<file path="src/rtl/alarm_bank_module_if.sv">
// ---------------------------------------------------------------------------
// alarm_bank_module_if
//
// Groups the set-time/alarm bus between the set-time stage (master) and the
// alarm bank (slave).
//   TICK        1 Hz one-cycle time base pulse
//   STI         13-bit alarm word {enable, hh[4:0], m_tens[2:0], m_units[3:0]}
//   ST_DAY      target day for a load (7 = no-op)
//   LD_ALARM    load strobe for STI into register ST_DAY
//   CTI         15-bit current time {day[2:0], time[11:0]}
//   SNOOZE/STOP level buttons
//   Q_r0..Q_r6  stored per-day alarm words (read back by the set-time stage)
//   ALARM       buzzer drive
//   SNOOZING    high while snoozing
//   RING_STATE  0 IDLE, 1 RINGING, 2 SNOOZE, 3 DONE
// ---------------------------------------------------------------------------
interface alarm_bank_module_if;
   logic        TICK;
   logic [12:0] STI;
   logic [2:0]  ST_DAY;
   logic        LD_ALARM;
   logic [14:0] CTI;
   logic        SNOOZE;
   logic        STOP;
   logic [12:0] Q_r0;
   logic [12:0] Q_r1;
   logic [12:0] Q_r2;
   logic [12:0] Q_r3;
   logic [12:0] Q_r4;
   logic [12:0] Q_r5;
   logic [12:0] Q_r6;
   logic        ALARM;
   logic        SNOOZING;
   logic [1:0]  RING_STATE;

   modport master (
      output TICK, STI, ST_DAY, LD_ALARM, CTI, SNOOZE, STOP,
      input  Q_r0, Q_r1, Q_r2, Q_r3, Q_r4, Q_r5, Q_r6,
      input  ALARM, SNOOZING, RING_STATE
   );

   modport slave (
      input  TICK, STI, ST_DAY, LD_ALARM, CTI, SNOOZE, STOP,
      output Q_r0, Q_r1, Q_r2, Q_r3, Q_r4, Q_r5, Q_r6,
      output ALARM, SNOOZING, RING_STATE
   );
endinterface

</file>
<file path="src/rtl/alarm_bank_module.sv">
// ---------------------------------------------------------------------------
// alarm_bank_module
//
// Holds seven per-weekday alarm words, compares the current day's word with
// the running clock and runs the ring/snooze state machine for the buzzer.
//   CLK    system clock (rising edge)
//   CLEAR  synchronous active-high reset
//   bus    alarm_bank_module_if.slave: load port, current time, buttons,
//          stored words, buzzer and state outputs
// ---------------------------------------------------------------------------
module alarm_bank_module #(
   parameter int RING_TICKS   = 60,
   parameter int SNOOZE_TICKS = 300,
   parameter int MAX_SNOOZE   = 3
) (
   input  logic                 CLK,
   input  logic                 CLEAR,
   alarm_bank_module_if.slave   bus
);

   localparam int MAX_TICKS = (RING_TICKS > SNOOZE_TICKS) ? RING_TICKS : SNOOZE_TICKS;
   localparam int CNT_W     = $clog2(MAX_TICKS + 1);
   localparam int SN_W      = (MAX_SNOOZE < 1) ? 1 : $clog2(MAX_SNOOZE + 1);

   localparam logic [CNT_W-1:0] RING_LAST   = CNT_W'(RING_TICKS - 1);
   localparam logic [CNT_W-1:0] SNOOZE_LAST = CNT_W'(SNOOZE_TICKS - 1);
   localparam logic [SN_W-1:0]  SNOOZE_MAX  = SN_W'(MAX_SNOOZE);

   typedef enum logic [1:0] {
      IDLE    = 2'd0,
      RINGING = 2'd1,
      SNOOZE  = 2'd2,
      DONE    = 2'd3
   } state_t;

   logic [12:0]      q_r [7];
   logic [12:0]      sel_word;
   logic [2:0]       cti_day;
   logic             match;
   logic             match_q;
   logic             trigger;
   logic             snooze_q;
   logic             stop_q;
   logic             snooze_edge;
   logic             stop_edge;
   logic             cancel;
   state_t           state, state_nxt;
   logic [CNT_W-1:0] tick_cnt, tick_nxt;
   logic [SN_W-1:0]  snooze_cnt, snooze_nxt;

   // Register file: only LD_ALARM with a valid day writes.
   always_ff @(posedge CLK) begin
      if (CLEAR) begin
         for (int i = 0; i < 7; i++) q_r[i] <= '0;
      end else if (bus.LD_ALARM && (bus.ST_DAY != 3'd7)) begin
         q_r[bus.ST_DAY] <= bus.STI;
      end
   end

   assign bus.Q_r0 = q_r[0];
   assign bus.Q_r1 = q_r[1];
   assign bus.Q_r2 = q_r[2];
   assign bus.Q_r3 = q_r[3];
   assign bus.Q_r4 = q_r[4];
   assign bus.Q_r5 = q_r[5];
   assign bus.Q_r6 = q_r[6];

   // Match uses the registered words, so a load in the same cycle still sees
   // the old value. Day 7 selects nothing and never matches.
   assign cti_day = bus.CTI[14:12];

   always_comb begin
      sel_word = '0;
      if (cti_day != 3'd7) sel_word = q_r[cti_day];
   end

   assign match       = sel_word[12] && (sel_word[11:0] == bus.CTI[11:0]);
   assign trigger     = match && !match_q;
   assign snooze_edge = bus.SNOOZE && !snooze_q;
   assign stop_edge   = bus.STOP && !stop_q;

   // Disabling the word that is currently being compared aborts an active alarm.
   assign cancel = bus.LD_ALARM && (bus.ST_DAY != 3'd7) && (bus.ST_DAY == cti_day)
                   && !bus.STI[12];

   always_ff @(posedge CLK) begin
      if (CLEAR) begin
         match_q    <= 1'b0;
         snooze_q   <= 1'b0;
         stop_q     <= 1'b0;
         state      <= IDLE;
         tick_cnt   <= '0;
         snooze_cnt <= '0;
      end else begin
         match_q    <= match;
         snooze_q   <= bus.SNOOZE;
         stop_q     <= bus.STOP;
         state      <= state_nxt;
         tick_cnt   <= tick_nxt;
         snooze_cnt <= snooze_nxt;
      end
   end

   // Next-state logic; priority cancel > STOP > SNOOZE > TICK timeout.
   // Counters stop at their terminal values, so they can never wrap.
   always_comb begin
      state_nxt  = state;
      tick_nxt   = tick_cnt;
      snooze_nxt = snooze_cnt;
      unique case (state)
         IDLE: begin
            if (trigger) begin
               state_nxt  = RINGING;
               tick_nxt   = '0;
               snooze_nxt = '0;
            end
         end
         RINGING: begin
            if (cancel || stop_edge) begin
               state_nxt = DONE;
            end else if (snooze_edge) begin
               if (snooze_cnt < SNOOZE_MAX) begin
                  state_nxt  = SNOOZE;
                  snooze_nxt = snooze_cnt + SN_W'(1);
                  tick_nxt   = '0;
               end else begin
                  state_nxt = DONE;
               end
            end else if (bus.TICK) begin
               if (tick_cnt == RING_LAST) state_nxt = DONE;
               else                       tick_nxt  = tick_cnt + CNT_W'(1);
            end
         end
         SNOOZE: begin
            if (cancel || stop_edge) begin
               state_nxt = DONE;
            end else if (bus.TICK) begin
               if (tick_cnt == SNOOZE_LAST) begin
                  state_nxt = RINGING;
                  tick_nxt  = '0;
               end else begin
                  tick_nxt = tick_cnt + CNT_W'(1);
               end
            end
         end
         DONE: begin
            if (!match) state_nxt = IDLE;
         end
         default: state_nxt = IDLE;
      endcase
   end

   assign bus.ALARM      = (state == RINGING);
   assign bus.SNOOZING   = (state == SNOOZE);
   assign bus.RING_STATE = state;

endmodule
</file>
<file path="src/flat_wrapper.sv">
// flat-port wrapper written by rule: the top's interface ports become plain ports
module alarm_bank_module_flat 
#(
   parameter int RING_TICKS   = 60,
   parameter int SNOOZE_TICKS = 300,
   parameter int MAX_SNOOZE   = 3
)
  (CLK, CLEAR, bus_TICK, bus_STI, bus_ST_DAY, bus_LD_ALARM, bus_CTI, bus_SNOOZE, bus_STOP, bus_Q_r0, bus_Q_r1, bus_Q_r2, bus_Q_r3, bus_Q_r4, bus_Q_r5, bus_Q_r6, bus_ALARM, bus_SNOOZING, bus_RING_STATE);
  alarm_bank_module_if bus_i ();
  input  logic CLK;
  input  logic CLEAR;
  input wire logic [$bits(bus_i.TICK)-1:0] bus_TICK;
  input wire logic [$bits(bus_i.STI)-1:0] bus_STI;
  input wire logic [$bits(bus_i.ST_DAY)-1:0] bus_ST_DAY;
  input wire logic [$bits(bus_i.LD_ALARM)-1:0] bus_LD_ALARM;
  input wire logic [$bits(bus_i.CTI)-1:0] bus_CTI;
  input wire logic [$bits(bus_i.SNOOZE)-1:0] bus_SNOOZE;
  input wire logic [$bits(bus_i.STOP)-1:0] bus_STOP;
  output wire logic [$bits(bus_i.Q_r0)-1:0] bus_Q_r0;
  output wire logic [$bits(bus_i.Q_r1)-1:0] bus_Q_r1;
  output wire logic [$bits(bus_i.Q_r2)-1:0] bus_Q_r2;
  output wire logic [$bits(bus_i.Q_r3)-1:0] bus_Q_r3;
  output wire logic [$bits(bus_i.Q_r4)-1:0] bus_Q_r4;
  output wire logic [$bits(bus_i.Q_r5)-1:0] bus_Q_r5;
  output wire logic [$bits(bus_i.Q_r6)-1:0] bus_Q_r6;
  output wire logic [$bits(bus_i.ALARM)-1:0] bus_ALARM;
  output wire logic [$bits(bus_i.SNOOZING)-1:0] bus_SNOOZING;
  output wire logic [$bits(bus_i.RING_STATE)-1:0] bus_RING_STATE;
  assign bus_i.TICK = bus_TICK;
  assign bus_i.STI = bus_STI;
  assign bus_i.ST_DAY = bus_ST_DAY;
  assign bus_i.LD_ALARM = bus_LD_ALARM;
  assign bus_i.CTI = bus_CTI;
  assign bus_i.SNOOZE = bus_SNOOZE;
  assign bus_i.STOP = bus_STOP;
  assign bus_Q_r0 = bus_i.Q_r0;
  assign bus_Q_r1 = bus_i.Q_r1;
  assign bus_Q_r2 = bus_i.Q_r2;
  assign bus_Q_r3 = bus_i.Q_r3;
  assign bus_Q_r4 = bus_i.Q_r4;
  assign bus_Q_r5 = bus_i.Q_r5;
  assign bus_Q_r6 = bus_i.Q_r6;
  assign bus_ALARM = bus_i.ALARM;
  assign bus_SNOOZING = bus_i.SNOOZING;
  assign bus_RING_STATE = bus_i.RING_STATE;
  alarm_bank_module #(.RING_TICKS(RING_TICKS), .SNOOZE_TICKS(SNOOZE_TICKS), .MAX_SNOOZE(MAX_SNOOZE)) u_core (.CLK(CLK), .CLEAR(CLEAR), .bus(bus_i));
endmodule
</file>
<file path="config.mk">
export PLATFORM = sky130hd
export DESIGN_NAME = alarm_bank_module_flat
export DESIGN_NICKNAME = d
export VERILOG_FILES = /design/src/rtl/alarm_bank_module_if.sv /design/src/rtl/alarm_bank_module.sv /design/src/flat_wrapper.sv
export SDC_FILE = /design/constraint.sdc
export NUM_CORES = 1
export LEC_CHECK = 0
export BUFFER_PORTS_ARGS = -buffer_cell sky130_fd_sc_hd__buf_2
export CORE_MARGIN = 10
export CORE_UTILIZATION = 30
export CTS_CLUSTER_SIZE = 10
export DETAILED_ROUTE_END_ITERATION = 8
export HOLD_SLACK_MARGIN = 0.15
export PLACE_DENSITY = 0.61
export SETUP_SLACK_MARGIN = 0.5
export SYNTH_ARGS = -nofsm -noshare
export SYNTH_HDL_FRONTEND = slang
export SYNTH_SLANG_ARGS = --single-unit
</file>
<file path="constraint.sdc">
create_clock -name CLK -period 2.4 [get_ports CLK]
set_input_delay 0.12 -clock CLK [delete_from_list [all_inputs] [get_ports CLK]]
set_output_delay 0.12 -clock CLK [all_outputs]
set_load 0.01 [all_outputs]
</file>
==> results.json <==
{
  "track_usage": 0.158,
  "vdd_drop_max_uv": 378,
  "syn_inst": 485,
  "antenna_cells": 0,
  "violations": "setup timing",
  "p_leak_nw": 3.17,
  "die_y_um": 155,
  "cp.required_ps": 2670,
  "gp_congestion": 0.912,
  "grt_pass1_wl_um": 29300,
  "fin_crit_sh": 1.03,
  "powerDensity_nw_per_um2": 662,
  "die_w_um": 155,
  "timing.rr.start": "u_core.q_r[4][10]",
  "cts_tree": "yes",
  "cts_inserted_buffers": 9,
  "syn2layout_area_growth_pct": 38.5,
  "drcViolationCount": 0,
  "drt_pre_antenna_iters": 6,
  "htree_levels": 3,
  "slew_viol_final": 0,
  "cts.sinks": 110,
  "max_stage_delay_ps": 480,
  "timing.final.crit_period_ps": 2480,
  "min_from": "bus_STI[6]",
  "total_power_mw": 4.99,
  "holdWs_ps": 168,
  "drive_gt1_frac": 0.399,
  "tightest_slew_ps": 509,
  "start_kind": "flip-flop",
  "cp-end-kind": "flip-flop",
  "rr_endpoint": "u_core.bus.RING_STATE[0]",
  "wl_per_cell_um": 20.7,
  "outcome": "finished with violations",
  "reg2reg_depth": 9,
  "synth_area_per_cell_sq_um": 11.2,
  "grt_max_degree": 22,
  "dp_hpwl_um": 14700,
  "grt_pass1_vias": 4866,
  "synth_edf_count": 81,
  "grt_setup_unrepaired": "yes",
  "start_util": 0.304,
  "clk_path_buf_depth": 2,
  "hold_violations": 0,
  "synth-seq-area-share": 0.553,
  "ys_seq_elements": 110,
  "grt_remaining_overflow": 0,
  "core_region_area_sq_um": 17900,
  "ios": 132,
  "arrival_ps": 2740,
  "drv_cap": 0,
  "min_to": "u_core.q_r[5][6]",
  "vias": 4780,
  "synth_top_flop_cell": "edfxtp_1",
  "path_class": "flip-flop to flip-flop",
  "die-area_sq_um": 23900,
  "drtIter0Drc": 363,
  "antenna_left": 0,
  "design_area_sq_um": 7540,
  "slew_headroom": 0.658,
  "dpl_cell_area_sq_um": 6910,
  "finalSetupViolations": 8,
  "numPortBuffers": 131,
  "fillers": 1743,
  "crit_chain": "mux4_2, mux2i_2, xnor2_2, nor4_4, buf_6, a41o_4, o211ai_1, buf_4, o32ai_2",
  "synth.distinct_cells": 62,
  "max_freq_ghz": 0.404,
  "yosys_warnings": 0,
  "antenna_found_initial": 0,
  "dp_cells": 900,
  "cp_max_fo": 9,
  "path_clk_slew_ps": 70,
  "fin_cells": 935,
  "cts_root_buffer": "clkbuf_16",
  "hold_depth": 3,
  "viasPerCell": 5.11,
  "insertion_delay_ps": 360,
  "drt-total-wl_um": 19400,
  "r2r_slack_ps": -80,
  "worst_slack_ps": -75.7,
  "fin_nets": 744,
  "synthArstFlopShare": 0,
  "rows": 49,
  "min_path_type": "input pin to flip-flop",
  "fin_util": 0.421,
  "fin_skew_ps": 12.0,
  "critPathSlowestCell": "mux4_2",
  "syn_area_sq_um": 5450
}
worst max-delay path by stage:
| stage | slack, ps | depth (start not counted) | endpoint | startpoint |
|---|---|---|---|---|
| 4_1_cts | -4 | 9 | u_core.tick_cnt[2] | u_core.q_r[5][9] |
| 2_1_floorplan | 110 | 7 | u_core.tick_cnt[2] | u_core.q_r[3][8] |
| 3_3_place_gp | -280 | 9 | u_core.tick_cnt[5] | bus_CTI[12] |
| 3_5_place_dp | -430 | 10 | u_core.tick_cnt[3] | bus_CTI[12] |
| 6_report | -80 | 9 | u_core.bus.RING_STATE[0] | u_core.q_r[4][10] |
| 5_1_grt | -150 | 8 | u_core.tick_cnt[2] | u_core.q_r[3][8] |
worst max-delay path: cells and delay by family, from the launching register on:
| family | cells | cell delay (ps) |
|---|---|---|
| AOI/OAI and AO/OA | 3 | 520 |
| buffers and inverters | 2 | 350 |
| and+or+nand+nor | 1 | 270 |
| DFF | 1 | 400 |
| xor gates and xnor gates | 1 | 140 |
| muxes | 2 | 700 |
per-layer routing:
layer | vias to the layer above | global-route usage | routed length (um)
met4 | 0 | 0.0639 | 557
met3 | 33 | 0.0427 | 1480
li1 | 2192 | - | -
met1 | 2339 | 0.193 | 8170
met5 | - | 0 | 0
met2 | 216 | 0.257 | 9180
cell usage in the layout (no fill, tap or decap), types with 8 or more instances in the layout:
cell and instances:
buf_4 89, nand2_1 32, nor2_1 99, inv_1 19, nand3b_1 8, nor2b_1 8, a21oi_1 23, buf_2 131
o21ai_1 8, mux4_2 11, clkbuf_16 9, nand3_1 9, mux2i_1 29, dfxtp_1 28, edfxtp_1 81
sequential cells by signal (all words and copies together), names as in the netlist:
signal and flops:
u_core.tick_cnt 9, u_core.stop_q 1, u_core.snooze_cnt 2, u_core.match_q 1, u_core.snooze_q 1, u_core.q_r 94
u_core.bus.RING_STATE 2
kinds of logic after synthesis:
family | Yosys count | synth area share
buffers and inverters | 45 | 0.0404
DFF | 110 | 0.553
AOI/OAI and AO/OA | 81 | 0.105
adders and majority gates | 6 | 0.0138
and+or+nand+nor | 188 | 0.165
other | 1 | 0.000688
muxes | 44 | 0.106
xor gates and xnor gates | 10 | 0.0161
layout make-up:
type | instances | area [sq um] | share of cell area
Clock inverter | 4 | 72.6 | 0.00962
Timing Repair Buffer | 228 | 1440 | 0.191
Tap cell | 229 | 287 | 0.0380
Sequential cell | 110 | 3010 | 0.400
Inverter | 19 | 71.3 | 0.00945
Clock buffer | 12 | 236 | 0.0313
Multi-Input combinational cell | 333 | 2420 | 0.321
through the flow:
step	setup slack (ps)	setup TNS, ps
2_1_floorplan	114	0
3_3_place_gp	-283	-2700
3_5_place_dp	-430	-3790
4_1_cts	-4.01	-4.01
5_1_grt	-152	-1170
6_report	-75.7	-297
cells in the mapped netlist (all sizes together), types with 2 or more instances:
cell	count	area share
clkbuf	12	0.0083
buf	14	0.019
o2bb2ai	3	0.0048
o32ai	2	0.0032
a22oi	2	0.0028
mux4	11	0.045
nand4b	3	0.0048
nor3b	2	0.0028
mux2i	32	0.059
nor2b	9	0.010
a221oi	2	0.0044
o41ai	6	0.0096
nor4	2	0.0051
ha	6	0.014
and3	6	0.0069
dfxtp	29	0.11
nand2	32	0.022
nor2	100	0.069
o211ai	5	0.0069
o21ai	15	0.014
o31a	6	0.0096
nand3b	8	0.011
xnor2	6	0.0096
a21oi	24	0.022
a2bb2oi	2	0.0032
inv	19	0.013
xor2	4	0.0064
o2111a	2	0.0041
nand3	10	0.0092
or2	2	0.0023
edfxtp	81	0.45
and2	2	0.0023
nand2b	5	0.0057
power by group:
group | total, mW | switching, mW | internal (mW)
clock network | 1.58 | 0.668 | 0.915
registers | 2.22 | 0.0717 | 2.15
logic | 1.19 | 0.676 | 0.510
what timing repair did:
action | 4_1_cts | 5_1_grt
gates cloned | 1 | 0
gates resized for setup | 22 | 10
hold endpoints to repair | 2 | 0
setup buffers | 12 | 4
pin swaps | 10 | 11
hold buffers | 2 | 0
setup endpoints to repair | 14 | 14
No activity file was read; power rests on OpenSTA's default activity.
